==> config.mk <==
export PLATFORM = sky130hd
export DESIGN_NAME = mioc_reset_seq
export DESIGN_NICKNAME = d
export VERILOG_FILES = /design/src/rtl/mioc_reset_seq.sv
export SDC_FILE = /design/constraint.sdc
export NUM_CORES = 1
export LEC_CHECK = 0
export BUFFER_PORTS_ARGS = -buffer_cell sky130_fd_sc_hd__buf_2
export CORE_MARGIN = 2
export CORE_UTILIZATION = 55
export DETAILED_ROUTE_END_ITERATION = 12
export MAX_ROUTING_LAYER = met4
export PLACE_DENSITY = 0.73
export SLEW_MARGIN = 20
export SYNTH_ARGS = -nofsm -noshare
export SYNTH_HDL_FRONTEND = slang
export SYNTH_SLANG_ARGS = --single-unit
==> constraint.sdc <==
create_clock -name B_PHI -period 2.6 [get_ports B_PHI]
set_input_delay 0 -clock B_PHI [delete_from_list [all_inputs] [get_ports B_PHI]]
set_output_delay 0 -clock B_PHI [all_outputs]
set_load 0.01 [all_outputs]
==> src/rtl/mioc_reset_seq.sv <==
// mioc_reset_seq: reset sequencer ahead of the MIOC reset outputs.
// Merges power-on reset, the debounced ADAM pushbutton and the ColecoVision
// game reset into stretched, registered RST_N / CPRST_N / NETRST_N and
// records which source started the most recent reset sequence.
module mioc_reset_seq #(
  parameter int DEBOUNCE_CYCLES = 16384,
  parameter int RST_STRETCH     = 1024,
  parameter int NET_STRETCH     = 4096,
  parameter int CNT_W           = 16
) (
  input  logic       B_PHI,
  input  logic       POR_N,
  input  logic       PBRST_N,
  input  logic       N_CVRST,
  output logic       RST_N,
  output logic       CPRST_N,
  output logic       NETRST_N,
  output logic [1:0] RST_CAUSE
);

  // Sequencer states
  localparam logic [1:0] ST_RUN      = 2'd0;
  localparam logic [1:0] ST_ASSERT   = 2'd1;
  localparam logic [1:0] ST_WAIT_REL = 2'd2;
  localparam logic [1:0] ST_NET      = 2'd3;

  // Reset cause encodings (2'b00 is never produced)
  localparam logic [1:0] CAUSE_POR = 2'b01;
  localparam logic [1:0] CAUSE_PB  = 2'b10;
  localparam logic [1:0] CAUSE_CV  = 2'b11;

  // Terminal counts: a phase of N cycles ends when the counter reads N-1
  localparam logic [CNT_W-1:0] DB_LAST  = CNT_W'(DEBOUNCE_CYCLES - 1);
  localparam logic [CNT_W-1:0] RST_LAST = CNT_W'(RST_STRETCH - 1);
  localparam logic [CNT_W-1:0] NET_LAST = CNT_W'(NET_STRETCH - 1);
  localparam logic [CNT_W-1:0] CNT_MAX  = {CNT_W{1'b1}};
  localparam logic [CNT_W-1:0] CNT_ZERO = {CNT_W{1'b0}};

  // Saturating increment: counters stick at all-ones instead of wrapping
  function automatic logic [CNT_W-1:0] sat_inc(input logic [CNT_W-1:0] v);
    logic [CNT_W-1:0] r;
    if (v == CNT_MAX) begin
      r = v;
    end else begin
      r = v + {{(CNT_W-1){1'b0}}, 1'b1};
    end
    return r;
  endfunction

  // Synchronisers (idle high)
  logic pb_s1_q, pb_s2_q;
  logic cv_s1_q, cv_s2_q;

  // Debouncer
  logic             pb_db_q, pb_db_d;
  logic [CNT_W-1:0] db_cnt_q, db_cnt_d;

  // Sequencer
  logic [1:0]       state_q, state_d;
  logic [1:0]       cause_q, cause_d;
  logic [CNT_W-1:0] seq_cnt_q, seq_cnt_d;
  logic             net_hold_q, net_hold_d;

  // Registered outputs
  logic rst_n_q, rst_n_d;
  logic cprst_n_q, cprst_n_d;
  logic netrst_n_q, netrst_n_d;

  logic       pb_req_s;
  logic       cv_req_s;
  logic       any_req_s;
  logic [1:0] rel_state_s;

  assign pb_req_s  = ~pb_db_q;
  assign cv_req_s  = ~cv_s2_q;
  assign any_req_s = pb_req_s | cv_req_s;

  // A game-only sequence skips the AdamNET tail unless it interrupted one
  assign rel_state_s = ((cause_q != CAUSE_CV) || net_hold_q) ? ST_NET : ST_RUN;

  // Two-flop synchronisers for the asynchronous reset requests
  always_ff @(posedge B_PHI or negedge POR_N) begin
    if (!POR_N) begin
      pb_s1_q <= 1'b1;
      pb_s2_q <= 1'b1;
      cv_s1_q <= 1'b1;
      cv_s2_q <= 1'b1;
    end else begin
      pb_s1_q <= PBRST_N;
      pb_s2_q <= pb_s1_q;
      cv_s1_q <= N_CVRST;
      cv_s2_q <= cv_s1_q;
    end
  end

  // Pushbutton debounce: accept a new level only after a full run of differing samples
  always_comb begin
    pb_db_d  = pb_db_q;
    db_cnt_d = db_cnt_q;
    if (pb_s2_q == pb_db_q) begin
      db_cnt_d = CNT_ZERO;
    end else if (db_cnt_q == DB_LAST) begin
      pb_db_d  = pb_s2_q;
      db_cnt_d = CNT_ZERO;
    end else begin
      db_cnt_d = sat_inc(db_cnt_q);
    end
  end

  // Debounce state registers
  always_ff @(posedge B_PHI or negedge POR_N) begin
    if (!POR_N) begin
      pb_db_q  <= 1'b1;
      db_cnt_q <= CNT_ZERO;
    end else begin
      pb_db_q  <= pb_db_d;
      db_cnt_q <= db_cnt_d;
    end
  end

  // Sequencer next state, cause tracking and phase counter
  always_comb begin
    state_d    = state_q;
    cause_d    = cause_q;
    seq_cnt_d  = seq_cnt_q;
    net_hold_d = net_hold_q;
    case (state_q)
      ST_RUN: begin
        seq_cnt_d = CNT_ZERO;
        if (pb_req_s) begin
          state_d    = ST_ASSERT;
          cause_d    = CAUSE_PB;
          net_hold_d = 1'b0;
        end else if (cv_req_s) begin
          state_d    = ST_ASSERT;
          cause_d    = CAUSE_CV;
          net_hold_d = 1'b0;
        end else begin
          state_d = ST_RUN;
        end
      end
      ST_ASSERT: begin
        if ((cause_q == CAUSE_CV) && pb_req_s) begin
          // Pushbutton upgrades a game reset and restarts the stretch
          cause_d    = CAUSE_PB;
          seq_cnt_d  = CNT_ZERO;
          net_hold_d = 1'b0;
        end else if (seq_cnt_q == RST_LAST) begin
          seq_cnt_d = CNT_ZERO;
          if (any_req_s) begin
            state_d = ST_WAIT_REL;
          end else begin
            state_d = rel_state_s;
          end
        end else begin
          seq_cnt_d = sat_inc(seq_cnt_q);
        end
      end
      ST_WAIT_REL: begin
        seq_cnt_d = CNT_ZERO;
        if ((cause_q == CAUSE_CV) && pb_req_s) begin
          state_d    = ST_ASSERT;
          cause_d    = CAUSE_PB;
          net_hold_d = 1'b0;
        end else if (!any_req_s) begin
          state_d = rel_state_s;
        end else begin
          state_d = ST_WAIT_REL;
        end
      end
      ST_NET: begin
        if (pb_req_s) begin
          state_d    = ST_ASSERT;
          cause_d    = CAUSE_PB;
          seq_cnt_d  = CNT_ZERO;
          net_hold_d = 1'b0;
        end else if (cv_req_s) begin
          // Game reset mid-tail: AdamNET stays held through the new sequence
          state_d    = ST_ASSERT;
          cause_d    = CAUSE_CV;
          seq_cnt_d  = CNT_ZERO;
          net_hold_d = 1'b1;
        end else if (seq_cnt_q == NET_LAST) begin
          state_d    = ST_RUN;
          seq_cnt_d  = CNT_ZERO;
          net_hold_d = 1'b0;
        end else begin
          seq_cnt_d = sat_inc(seq_cnt_q);
        end
      end
      default: begin
        state_d    = ST_ASSERT;
        cause_d    = CAUSE_POR;
        seq_cnt_d  = CNT_ZERO;
        net_hold_d = 1'b0;
      end
    endcase
  end

  // Output levels derived from the next state so they switch with the transition
  always_comb begin
    rst_n_d    = 1'b0;
    cprst_n_d  = 1'b0;
    netrst_n_d = 1'b0;
    case (state_d)
      ST_RUN: begin
        rst_n_d    = 1'b1;
        cprst_n_d  = 1'b1;
        netrst_n_d = 1'b1;
      end
      ST_ASSERT, ST_WAIT_REL: begin
        rst_n_d    = 1'b0;
        cprst_n_d  = (cause_d == CAUSE_CV);
        netrst_n_d = (cause_d == CAUSE_CV) && !net_hold_d;
      end
      ST_NET: begin
        rst_n_d    = 1'b1;
        cprst_n_d  = 1'b1;
        netrst_n_d = 1'b0;
      end
      default: begin
        rst_n_d    = 1'b0;
        cprst_n_d  = 1'b0;
        netrst_n_d = 1'b0;
      end
    endcase
  end

  // Sequencer and output registers; power-on reset forces a POR sequence
  always_ff @(posedge B_PHI or negedge POR_N) begin
    if (!POR_N) begin
      state_q    <= ST_ASSERT;
      cause_q    <= CAUSE_POR;
      seq_cnt_q  <= CNT_ZERO;
      net_hold_q <= 1'b0;
      rst_n_q    <= 1'b0;
      cprst_n_q  <= 1'b0;
      netrst_n_q <= 1'b0;
    end else begin
      state_q    <= state_d;
      cause_q    <= cause_d;
      seq_cnt_q  <= seq_cnt_d;
      net_hold_q <= net_hold_d;
      rst_n_q    <= rst_n_d;
      cprst_n_q  <= cprst_n_d;
      netrst_n_q <= netrst_n_d;
    end
  end

  assign RST_N     = rst_n_q;
  assign CPRST_N   = cprst_n_q;
  assign NETRST_N  = netrst_n_q;
  assign RST_CAUSE = cause_q;

endmodule

* Yosys cells after proc, flatten, opt, wreduce, memory -nomap -nowiden
Index checks and enable logic that the tools add are counted.
** Cells by class
- Bitwise gates (word level) :: 4
- Add/sub/neg operators :: 2
- Reductions and logical operators :: 12
- Muxes and demuxes :: 35
- Equality and inequality tests :: 16
** Operators by type and width (number)
- two-way mux 16 bit :: 9
- case mux 16 bit (3 select lines) :: 1
- adder 16 x 1 -> 16 bit, second input constant :: 2
- == test 16 bit, second input constant :: 2
- two-way mux 2 bit :: 12
- == test 16 x 10 -> 1 bit, second input constant :: 1
- == test 16 x 12 -> 1 bit, second input constant :: 1
- == test 16 x 14 -> 1 bit, second input constant :: 1
- == test 2 bit, second input constant :: 6
- OR reduction 2 bit :: 5
- case mux 2 bit (4 select lines) :: 1
- two-way mux 1 bit :: 7
- case mux 1 bit (3 select lines) :: 2
- == test 2 x 1 -> 1 bit, second input constant :: 2
- logical NOT 2 bit :: 2
- case mux 1 bit (2 select lines) :: 2
- case mux 2 bit (2 select lines) :: 1
- inequality test 3 bit, second input constant :: 1
- NOT 1 bit :: 3
- logical AND 1 bit :: 2
- inequality test 2 bit, second input constant :: 1
- AND reduction 2 bit :: 1
- == test 1 bit :: 1
- logical NOT 1 bit :: 1
- 2 further kinds :: 2
** Word-level totals
- Logic and storage cells :: 82
- Input bits :: 4
- Output and inout port bits :: 5
- Bits in registers :: 45

* Depth between registers and ports, before layout
Gate-level depths: netlist of run 1.
- Depth after elaboration :: 10
- Mapped depth :: 9
- Mapped depth without buffers :: 9

* Worst setup path before layout of run 1
OpenSTA, ideal clock, no wires.
- Path type :: reg-to-reg
- From :: register seq_cnt_q[13]
- To :: register netrst_n_q (netlist: NETRST_N)
- Path slack :: 0.205 ns
- Path buffers :: 0
- Setup time :: 0.143 ns
- Clock period less this slack :: 2.395 ns
- Required time :: 2.457 ns
- Arrival time :: 2.253 ns
- Cell stages (with the launch flop) :: 9
- Cell sequence :: dfrtp_1 -> or4_4 -> nor4_4 -> o21ai_0 -> a22oi_1 -> o22ai_1 -> ha_1 -> nand3_1 -> o22ai_1
** Between the ends
- Longest elaborated chain between the ends :: 8
- Elaborated cells between the ends (all ways) :: 20
- Those cells by class :: 5 x eq/ne; 11 x mux; 4 x reduce/logical
** Ends and longest elaborated chain
- start: declaration :: line 61 : logic [CNT_W-1:0] seq_cnt_q, seq_cnt_d;
- start signal: assignment :: line 242 : seq_cnt_q <= seq_cnt_d;
- == test 16 x 12 -> 1 bit :: line 183 : end else if (seq_cnt_q == NET_LAST) begin
- two-way mux 2 bit :: line 183
- two-way mux 2 bit :: line 177 : end else if (cv_req_s) begin
- two-way mux 2 bit :: line 172 : if (pb_req_s) begin
- case mux 2 bit (4 select lines) (*) :: line 127 : case (state_q)
- named net state_d[0] :: line 59 : logic [1:0] state_q, state_d;
- == test 2 x 1 -> 1 bit / == test 2 bit (equally long branches) :: line 205 : case (state_d)
- OR reduction 2 bit :: line 205
- case mux 1 bit (3 select lines) (*) :: line 205
- named net netrst_n_d :: line 67 : logic netrst_n_q, netrst_n_d;
- end signal: assignment :: line 246 : netrst_n_q <= netrst_n_d;
- end: declaration :: line 67
Mark *: on every way through the listed nets, which the timed path passes. The rest lies on a longest branch.
A chain may end at the register's enable or synchronous reset.

* Final worst setup path of run 1
- From :: register seq_cnt_q[12]
- To :: register netrst_n_q (netlist: NETRST_N)
The elaborated chain is that of the path after synthesis.

==> results of run 1 <==
## per-layer routing
layer	GRT usage, %	up-vias	part of all wire (%)
met3	4.62	6	3.1
met5	-	-	0
met1	25.7	865	48
li1	-	926	-
met2	29.8	35	48
met4	4.70	0	0.87
## cell families after synthesis
kind of cell	Yosys count	share of synthesized area, %
multiplexers	5	2.13
buffers and inverters	13	2.50
flip-flops	45	47.2
AND/OR/NAND/NOR	122	27.4
adder cells (fa/ha/maj)	7	3.64
XOR/XNOR	17	6.19
AO/OA/AOI/OAI	39	11.0
## stage by stage
stage / cells / setup WS [ns] / hold slack [ns] / area, um2
2_1_floorplan: 248 / 0.205 / -0.296 / 2410
3_3_place_gp: 305 / 0.190 / 0.106 / 2500
3_5_place_dp: 305 / 0.129 / 0.106 / 2500
4_1_cts: 316 / 0.115 / 0.323 / 2620
5_1_grt: 316 / 0.0229 / 0.311 / 2620
6_report: 316 / 0.179 / 0.225 / 2620
## worst min-delay path by stage
stage / startpoint / endpoint / depth (start not counted)
floorplan: POR_N / CPRST_N$_DFF_PN0_ / 0
global placement: N_CVRST / cv_s1_q$_DFF_PN1_ / 1
detailed placement: N_CVRST / cv_s1_q$_DFF_PN1_ / 1
CTS: N_CVRST / cv_s1_q$_DFF_PN1_ / 2
global route: POR_N / db_cnt_q[0]$_DFFE_PN0P_ / 2
finish: POR_N / RST_N$_DFF_PN0_ / 2
## final cells by class
cell class,count,area (um2)
clock buffers,5,68.8
clock inverters,3,21.3
fillers,357,1680
inverters,8,30.0
multi-input cells,190,1210
flip-flops and latches,45,1130
well taps,52,65.1
repair buffers,13,87.6
## placed cells by master (no fill, tap or decap), drive strengths merged, types with 2 or more instances in the layout
master       netlist  layout
or3                2       2
and3               5       5
nor2b              2       2
or2                3       3
mux2i              4       4
clkbuf             1       5
o21ai              9       9
or4                3       3
xor2               6       6
a311oi             2       2
and4               2       2
nor2              39      39
xnor2             11      11
inv                8       9
nand4             10      10
dfrtp             38      38
a21oi              7       7
ha                 7       7
buf                4      10
nand2b             2       2
and2               3       3
a31oi              2       2
nor3              12      12
dlygate4sd3        0       3
nand3             10      10
dfstp              7       7
o22ai              3       3
a21boi             2       2
nand2             19      19
nor4               6       6
a211oi             4       4
## sequential cells by signal (all words and copies together), names as in the netlist, 2 cells and up
register,count
db_cnt_q,16
seq_cnt_q,16
RST_CAUSE,2
state_q,2
## worst max-delay path: cells and delay by family, from the launching register on
kind	cells	cell delay (ns)
adder cells (fa/ha/maj)	1	0.35
flip-flops	1	0.42
AO/OA/AOI/OAI	4	0.56
AND/OR/NAND/NOR	3	0.96
## report_power, final
group / switching, mW / leakage [nW] / internal [mW]
Sequential: 0.00633 / 0.587 / 0.709
Combinational: 0.0218 / 0.460 / 0.0102
Clock: 0.241 / 0.0445 / 0.191
## timing repair
item	4_1_cts	5_1_grt
hold buffers	3	0
hold endpoints to repair	40	0
setup endpoints to repair	0	1
setup buffers	0	0
==> flow_summary.toml, run 1 <==
[placed_design]
gp_congestion = 0.814
port_buffers = 8
post-dp-hpwl_mm = 3.00

[sta]
setup_viol = 0
rsz0062_at_grt = "no"
clock_skew_ns = 0.00936
worst_pin_slew_ns = 0.567
hold_viol = 0
tns_ns = 0
slew_headroom_pct = 62.2
period_share_pct = 93.1
finalCriticalPeriod_ns = 2.42
slew_violations = 0
fmax_mhz = 413

[logic_synthesis]
yosys_warnings = 0
synth_edf_count = 0
yosys-top-cells-area = "dfrtp_1, dfstp_2, nor2_1, xnor2_1, ha_1"
ys_types = 49
netlist.area_leader.share_pct = 39.5
async_reset_ff_share_pct = 100
synthFlopType = "dfrtp_1"
syn-num-nets = 259
syn_area_um2 = 2410
ys_ff_latch = 45
synthTopCellsByCount = "nor2_1, dfrtp_1, nand2_1, nor3_1, xnor2_1"
yosys.area.top_type = "dfrtp_1"
syn-instance-count = 248
seq_area_frac_synth_pct = 47.2
synth.most_common_cell = "nor2_1"
avgSynthCellArea_um2 = 9.70

[die]
core_um2 = 4290
fp-row-count = 24
initial_utilization_pct = 56.0
dieArea_um2 = 4920
ioPinCount = 9
die_h_um = 70.1
die_x_um = 70.1

[cts]
clk_pin_slew_ns = 0.09
cts-buffers-inserted = 5
clkSinkCount = 45
cts-htree-levels = 2
cts-resized-gates = 0
clk_latency_ns = 0.30
tritoncts = "built"
clockRootBuffer = "clkbuf_8"
clockBufferDepth = 2

[status]
status = "finished, final reports clean"

[pwr]
power_density_nw_per_um2 = 450
peakVddDrop_mv = 0.317
leakage_nw = 1.09
finalPower_mw = 1.18

[worst_setup_path]
critPathCapture = "NETRST_N$_DFF_PN0_"
critPathRequiredTime_ns = 2.76
r2r_slack_ns = 0.18
critPathLaunchType = "flop"
cp-startpoint = "seq_cnt_q[12]$_DFF_PN0_"
reg2reg_to = "NETRST_N$_DFF_PN0_"
reg2regPathDepth = 8
critical_path.max_fanout = 5
setup.worst_path.class = "flop to flop"
max_stage_delay_ns = 0.57
end_kind = "flop"
crit_chain = "or4_4, nor4_4, o21ai_0, a21boi_0, o32ai_1, ha_1, nand3_1, o22ai_1"
cpMaxStageDelayCell = "or4_4"
arrival_ns = 2.58
worstReg2RegStart = "seq_cnt_q[12]$_DFF_PN0_"

[final_layout]
n_antenna_cell = 0
nets = 274
drive_above_1_share_pct = 12.9
areaGrowthSynthToFinish_pct = 8.84
post-route-util_pct = 61.0

[route]
vias = 1832
dr.first_iter.drc_count = 126
drc = 0
vias_per_cell = 5.80
wl_per_cell_um = 13.5
final_antenna_net_count = 0
drt-pass1-iter-count = 4
wirelength_mm = 4.27

[grt]
grt_usage_pct = 19.2
grt_pass1_wl_mm = 7.55
grt_max_degree = 46
antenna_found_initial = 0
grt_pass1_vias = 1712
grt.overflow.total = 0

[run]
maxCapViolCount = 0

[hold_path]
hold_class = "input port to asynchronous set/reset pin"
Note: power is estimated with default switching activity, not from simulation.
==> inputs of run 2 (changes only) <==
--- a/config.mk
+++ b/config.mk
@@ -5,6 +5,7 @@
 export SDC_FILE = /design/constraint.sdc
 export NUM_CORES = 1
 export LEC_CHECK = 0
+export ABC_AREA = 1
 export BUFFER_PORTS_ARGS = -buffer_cell sky130_fd_sc_hd__buf_2
 export CORE_MARGIN = 2
 export CORE_UTILIZATION = 55
==> run 2 against run 1 <==
  * Sequential power hardly changed
  * Via count is 16% higher
  * Power is 2.2% higher
  * Fmax is 13% higher
  * Count of clock-buffer cells in the layout is 1 higher
  * Flip-flop and latch count stayed put
  * Core utilization is 2.1 points higher
  * Global-route usage is 3.0 points higher
  * Critical endpoint unchanged
  * Largest power group unchanged
==> flow_summary.toml, run 2 <==
[status]
status = "finished, final reports clean"

[final_layout]
reg.largest.list = "db_cnt_q (16), seq_cnt_q (16)"
final_cell_mix = "nand2_1, dfrtp_1, nor2_1"
final_common_cell = "nand2_1"
areaGrowthSynthToFinish_pct = 8.69
drive_above_1_share_pct = 16.4
fin_area_um2 = 2790
n_antenna_cell = 0
nets = 345

[logic_synthesis]
avgSynthCellArea_um2 = 8.08
yosys_warnings = 0
yosys-top-cells-area = "dfrtp_1, nand2_1, dfstp_2, nand3_1, nor2_1"
netlist.area_leader.share_pct = 37.1
syn-instance-count = 317
syn-num-nets = 328
synthTopCellsByCount = "nand2_1, dfrtp_1, nor2_1, inv_1, nand3_1"
synthFlopType = "dfrtp_1"
synth_edf_count = 0
syn_area_um2 = 2560
async_reset_ff_share_pct = 100
yosys.area.top_type = "dfrtp_1"
ys_types = 42
seq_area_frac_synth_pct = 44.3
ys_ff_latch = 45
synth.most_common_cell = "nand2_1"

[route]
vias_per_cell = 5.50
wirelength_mm = 5.01
final_antenna_net_count = 0
drt-pass1-iter-count = 5
wl_per_cell_um = 12.9
vias = 2127
dr.first_iter.drc_count = 133
drc = 0

[worst_setup_path]
end_kind = "flop"
cpMaxStageDelayCell = "dfrtp_1"
critPathLaunchType = "flop"
cp_common_cell = "nand2_1"
critPathRequiredTime_ns = 2.81
r2r_slack_ns = 0.46
max_stage_delay_ns = 0.40
setup.worst_path.class = "flop to flop"
arrival_ns = 2.35
crit_chain = "ha_1, nand3_2, nor3_4, nand2_1, nand2_1, nand2_1, nand2_1, nand3_1, nand2_1, inv_1, ha_1, nand3_1, o22ai_1"
critical_path.max_fanout = 5

[grt]
grt_usage_pct = 22.2
grt_max_degree = 46
grt_pass1_wl_mm = 8.79
grt_pass1_vias = 1961
grt.overflow.total = 0
antenna_found_initial = 0

[pwr]
power_density_nw_per_um2 = 433
peakVddDrop_mv = 0.331
leakage_nw = 1.36
finalPower_mw = 1.20

[sta]
hold_viol = 0
period_share_pct = 82.3
tns_ns = 0
worst_pin_slew_ns = 0.566
slew_violations = 0
setup_viol = 0
finalCriticalPeriod_ns = 2.14
rsz0062_at_grt = "no"
finalWorstSetupSlack_ns = 0.461
slew_headroom_pct = 62.3
fmax_mhz = 467
clock_skew_ns = 0.0179
whs_ns = 0.234

[cts]
clockBufferDepth = 2
clkSinkCount = 45
post_cts_buffers = 0
clockRootBuffer = "clkbuf_8"
clk_pin_slew_ns = 0.09
tritoncts = "built"
clk_latency_ns = 0.30
cts-buffers-inserted = 5
cts-htree-levels = 2

[die]
die_h_um = 72.3
dieArea_um2 = 5220
ioPinCount = 9
fp-row-count = 24
initial_utilization_pct = 58.0
core_um2 = 4410
die_x_um = 72.3

[placed_design]
dpl_worst_slack_ns = 0.533
placed_cell_area_um2 = 2660
gp_congestion = 0.880
post-dp-hpwl_mm = 3.64
port_buffers = 8

[run]
maxCapViolCount = 0

[hold_path]
hold_class = "input port to asynchronous set/reset pin"
## run 2: power by group
part	internal (mW)	total [mW]	switching [mW]
Sequential	0.709	0.715	0.00638
Clock	0.215	0.451	0.235
Combinational	0.0119	0.0385	0.0267
## run 2: routing by layer
| metal | track usage (%) | routed length, um |
|---|---|---|
| met5 | - | 0 |
| met4 | 6.08 | 65 |
| met3 | 4.58 | 216 |
| met2 | 33.3 | 2280 |
| met1 | 30.7 | 2450 |
## run 2: cell type report
| cell class | instances | area [um2] |
|---|---|---|
| Timing Repair Buffer | 13 | 87.6 |
| Multi-Input combinational cell | 230 | 1250 |
| Tap cell | 52 | 65.1 |
| Fill cell | 394 | 1630 |
| Sequential cell | 45 | 1130 |
| Inverter | 39 | 149 |
| Clock buffer | 6 | 82.6 |
| Clock inverter | 2 | 13.8 |
## run 2: path summary, 6_finish.rpt
path	endpoint	start	cells past startpoint
max in group asynchronous	seq_cnt_q[3]$_DFF_PN0_	POR_N	2
hold / removal	seq_cnt_q[5]$_DFF_PN0_	POR_N	2
setup / recovery	NETRST_N$_DFF_PN0_	seq_cnt_q[0]$_DFF_PN0_	13
min in group B_PHI	pb_s1_q$_DFF_PN1_	PBRST_N	2
setup reg to reg	NETRST_N$_DFF_PN0_	seq_cnt_q[0]$_DFF_PN0_	13
hold reg to reg	cv_s2_q$_DFF_PN1_	cv_s1_q$_DFF_PN1_	0
## run 2: critical path: cells and delay by family (launching register included)
family / cells / cell delay, ns
buf+inv: 1 / 0.05
compound gates: 1 / 0.17
fa+ha+maj: 2 / 0.56
flops: 1 / 0.40
simple gates: 9 / 0.88
## run 2: cells by family after synthesis
logic type | after synthesis | synth area share [%]
XOR/XNOR | 9 | 3.37
flip-flops | 45 | 44.3
adder cells (fa/ha/maj) | 7 | 3.42
multiplexers | 2 | 0.830
AO/OA/AOI/OAI | 34 | 9.18
buffers and inverters | 42 | 6.84
AND/OR/NAND/NOR | 178 | 32.1
## run 2: repair_timing
| action | 4_1_cts | 5_1_grt |
|---|---|---|
| hold endpoints to repair | 40 | 0 |
| gates resized for setup | 0 | 0 |
| endpoints found under the setup margin | 0 | 0 |
| hold buffers | 3 | 0 |
## run 2: through the flow
step | std cells | util [%]
6_report | 387 | 63.1
2_1_floorplan | 317 | -
3_5_place_dp | 376 | 60.2
3_3_place_gp | 376 | 60.2
5_1_grt | 387 | 63.1
4_1_cts | 387 | 63.0
==> inputs of run 3 (changes only) <==
==> constraint.sdc (replaced) <==
create_clock -name B_PHI -period 1.8 [get_ports B_PHI]
set_input_delay 0 -clock B_PHI [delete_from_list [all_inputs] [get_ports B_PHI]]
set_output_delay 0 -clock B_PHI [all_outputs]
set_load 0.01 [all_outputs]
==> run 3 against run 2 <==
  * The run now ends with setup timing left
  * Critical path depth is the same
  * Power grew 54%
  * Combinational power grew 64%
  * Non-clock buffer count grew 33
  * Global-route usage grew 3.2 points
  * Flip-flop and latch count is the same
  * First-iteration DRC count grew 26%
  * Clock skew grew 0.0020 ns
  * Routed wire length grew 13%
  * Largest power group unchanged
  * Highest routed layer unchanged
==> flow_summary.toml, run 3 (synthesized netlist as in run 2, its figures left out) <==
[worst_setup_path]
crit_chain = "ha_4, nand3_4, nor3_4, nand2_1, nand2_1, nand2_1, nand2_1, nand3_1, nand2_1, inv_2, ha_4, nand3_2, o22ai_1"
setup.worst_path.class = "flop to flop"
cp-startpoint = "seq_cnt_q[1]$_DFF_PN0_"
cp.depth = 13
critical_path.top_delay_family = "simple AND/OR/NAND/NOR gates"
end_kind = "flop"
crit_buf_inv = 1
cpMaxStageDelayCell = "dfrtp_1"
max_stage_delay_ns = 0.41
reg2regPathDepth = 13
worstReg2RegStart = "seq_cnt_q[1]$_DFF_PN0_"
critPathLaunchType = "flop"
arrival_ns = 2.06
reg2reg_to = "NETRST_N$_DFF_PN0_"
critical_path.max_fanout = 5
critPathRequiredTime_ns = 2.02
r2r_slack_ns = -0.05
cp_common_cell = "nand2_1"

[route]
drt-pass1-iter-count = 5
dr.first_iter.drc_count = 168
wirelength_mm = 5.68
vias_per_cell = 5.37
wl_per_cell_um = 13.5
drc = 0
final_antenna_net_count = 0
vias = 2257

[grt]
grt.overflow.total = 0
grt_usage_pct = 25.4
grt_pass1_vias = 2210
grt_max_degree = 46
antenna_found_initial = 0
grt_pass1_wl_mm = 9.95

[sta]
setup_viol = 1
rsz0062_at_grt = "yes"
finalWorstSetupSlack_ns = -0.0474
finalCriticalPeriod_ns = 1.85
slew_violations = 0
hold_viol = 0
fmax_mhz = 541
period_share_pct = 103
worst_pin_slew_ns = 0.570
slew_headroom_pct = 62.0
clock_skew_ns = 0.0199
tns_ns = -0.0474

[cts]
clockRootBuffer = "clkbuf_8"
clk_latency_ns = 0.30
clkSinkCount = 45
tritoncts = "built"
clockBufferDepth = 2
cts-buffers-inserted = 5
clk_pin_slew_ns = 0.10
cts-htree-levels = 2

[die]
ioPinCount = 9
die_h_um = 72.3
die_x_um = 72.3
core_um2 = 4410
fp-row-count = 24
dieArea_um2 = 5220
initial_utilization_pct = 58.0

[pwr]
p_comb_share_pct = 3.4
peakVddDrop_mv = 0.433
p_switching_mw = 0.399
clkPwrFrac_pct = 41.1
power_density_nw_per_um2 = 593
leakage_nw = 1.52
p_seq_share_pct = 55.5
p_int_mw = 1.46
swShare_pct = 21.4

[placed_design]
post-dp-hpwl_mm = 4.02
dpl_worst_slack_ns = -0.0793
gp_congestion = 0.958
port_buffers = 8
placed_cells = 402
placed_cell_area_um2 = 2910

[final_layout]
fin_area_um2 = 3140
final_cell_mix = "nand2_1, dfrtp_1, nor2_1"
areaGrowthSynthToFinish_pct = 22.4
nets = 378
n_antenna_cell = 0
nFillCells = 340
reg.largest.list = "db_cnt_q (16), seq_cnt_q (16)"
layout.cells.non_filler = 420
final_common_cell = "nand2_1"
post-route-util_pct = 71.0
drive_above_1_share_pct = 27.2
area.sequential_um2 = 1130
multi_input_area_um2 = 1330

[status]
violations = "setup timing"
status = "finished with violations"

[hold_path]
hold_class = "input port to asynchronous set/reset pin"

[run]
maxCapViolCount = 0
==> run 3: power groups by stage <==
| stage | registers [mW] | logic, mW | clock network (mW) |
|---|---|---|---|
| final | 1.03 | 0.0630 | 0.766 |
| after global routing | 1.03 | 0.0724 | 0.820 |
| after CTS | 1.03 | 0.0636 | 0.775 |
| after detailed placement | 1.05 | 0.0587 | 0 |
| after global placement | 1.05 | 0.0566 | 0 |
| after floorplan | 1.05 | 0.0210 | 0 |
==> run 3: layout make-up <==
class / instances / area share [%]
multi-input combinational: 230 / 42.4
sequential: 45 / 36.2
timing repair buffer: 46 / 11.0
inverter: 39 / 4.75
clock buffer: 6 / 2.31
tap: 52 / 2.08
clock inverter: 2 / 1.24
==> run 3: worst reg2reg max path: stages (launching register included) <==
cell	delay, ns
dfrtp_1	0.41
ha_4	0.16
nand3_4	0.07
nor3_4	0.20
nand2_1	0.11
nand2_1	0.08
nand2_1	0.05
nand2_1	0.05
nand3_1	0.06
nand2_1	0.08
inv_2	0.05
ha_4	0.27
nand3_2	0.05
o22ai_1	0.12
==> run 3: how the worst max path moves through the flow <==
stage                    endpoint
6_report       NETRST_N$_DFF_PN0_
5_1_grt        NETRST_N$_DFF_PN0_
4_1_cts        NETRST_N$_DFF_PN0_
3_5_place_dp   NETRST_N$_DFF_PN0_
3_3_place_gp   NETRST_N$_DFF_PN0_
2_1_floorplan  NETRST_N$_DFF_PN0_
==> run 3: per-layer routing <==
metal  vias up  share of wire, %  GRT usage, %
li1       1143                 -             -
met1      1040                49          34.9
met2        66                45          38.3
met3         8               4.2          4.44
met4         0               1.4          8.60
met5         -                 0             -
==> run 3: what timing repair did <==
item                                   4_1_cts  5_1_grt
endpoints found under the hold margin       40        0
buffers inserted                             3        4
gates resized for setup                      2        7
pin swaps                                    2        2
hold buffers                                 3        0
setup endpoints to repair                    2       13
==> run 3: metrics by stage <==
step / hold WS (ns) / power (mW)
after global placement: 0.106 / 1.11
after global routing: 0.339 / 1.93
final: 0.308 / 1.86
after floorplan: -0.296 / 1.07
after detailed placement: 0.107 / 1.11
after CTS: 0.325 / 1.87
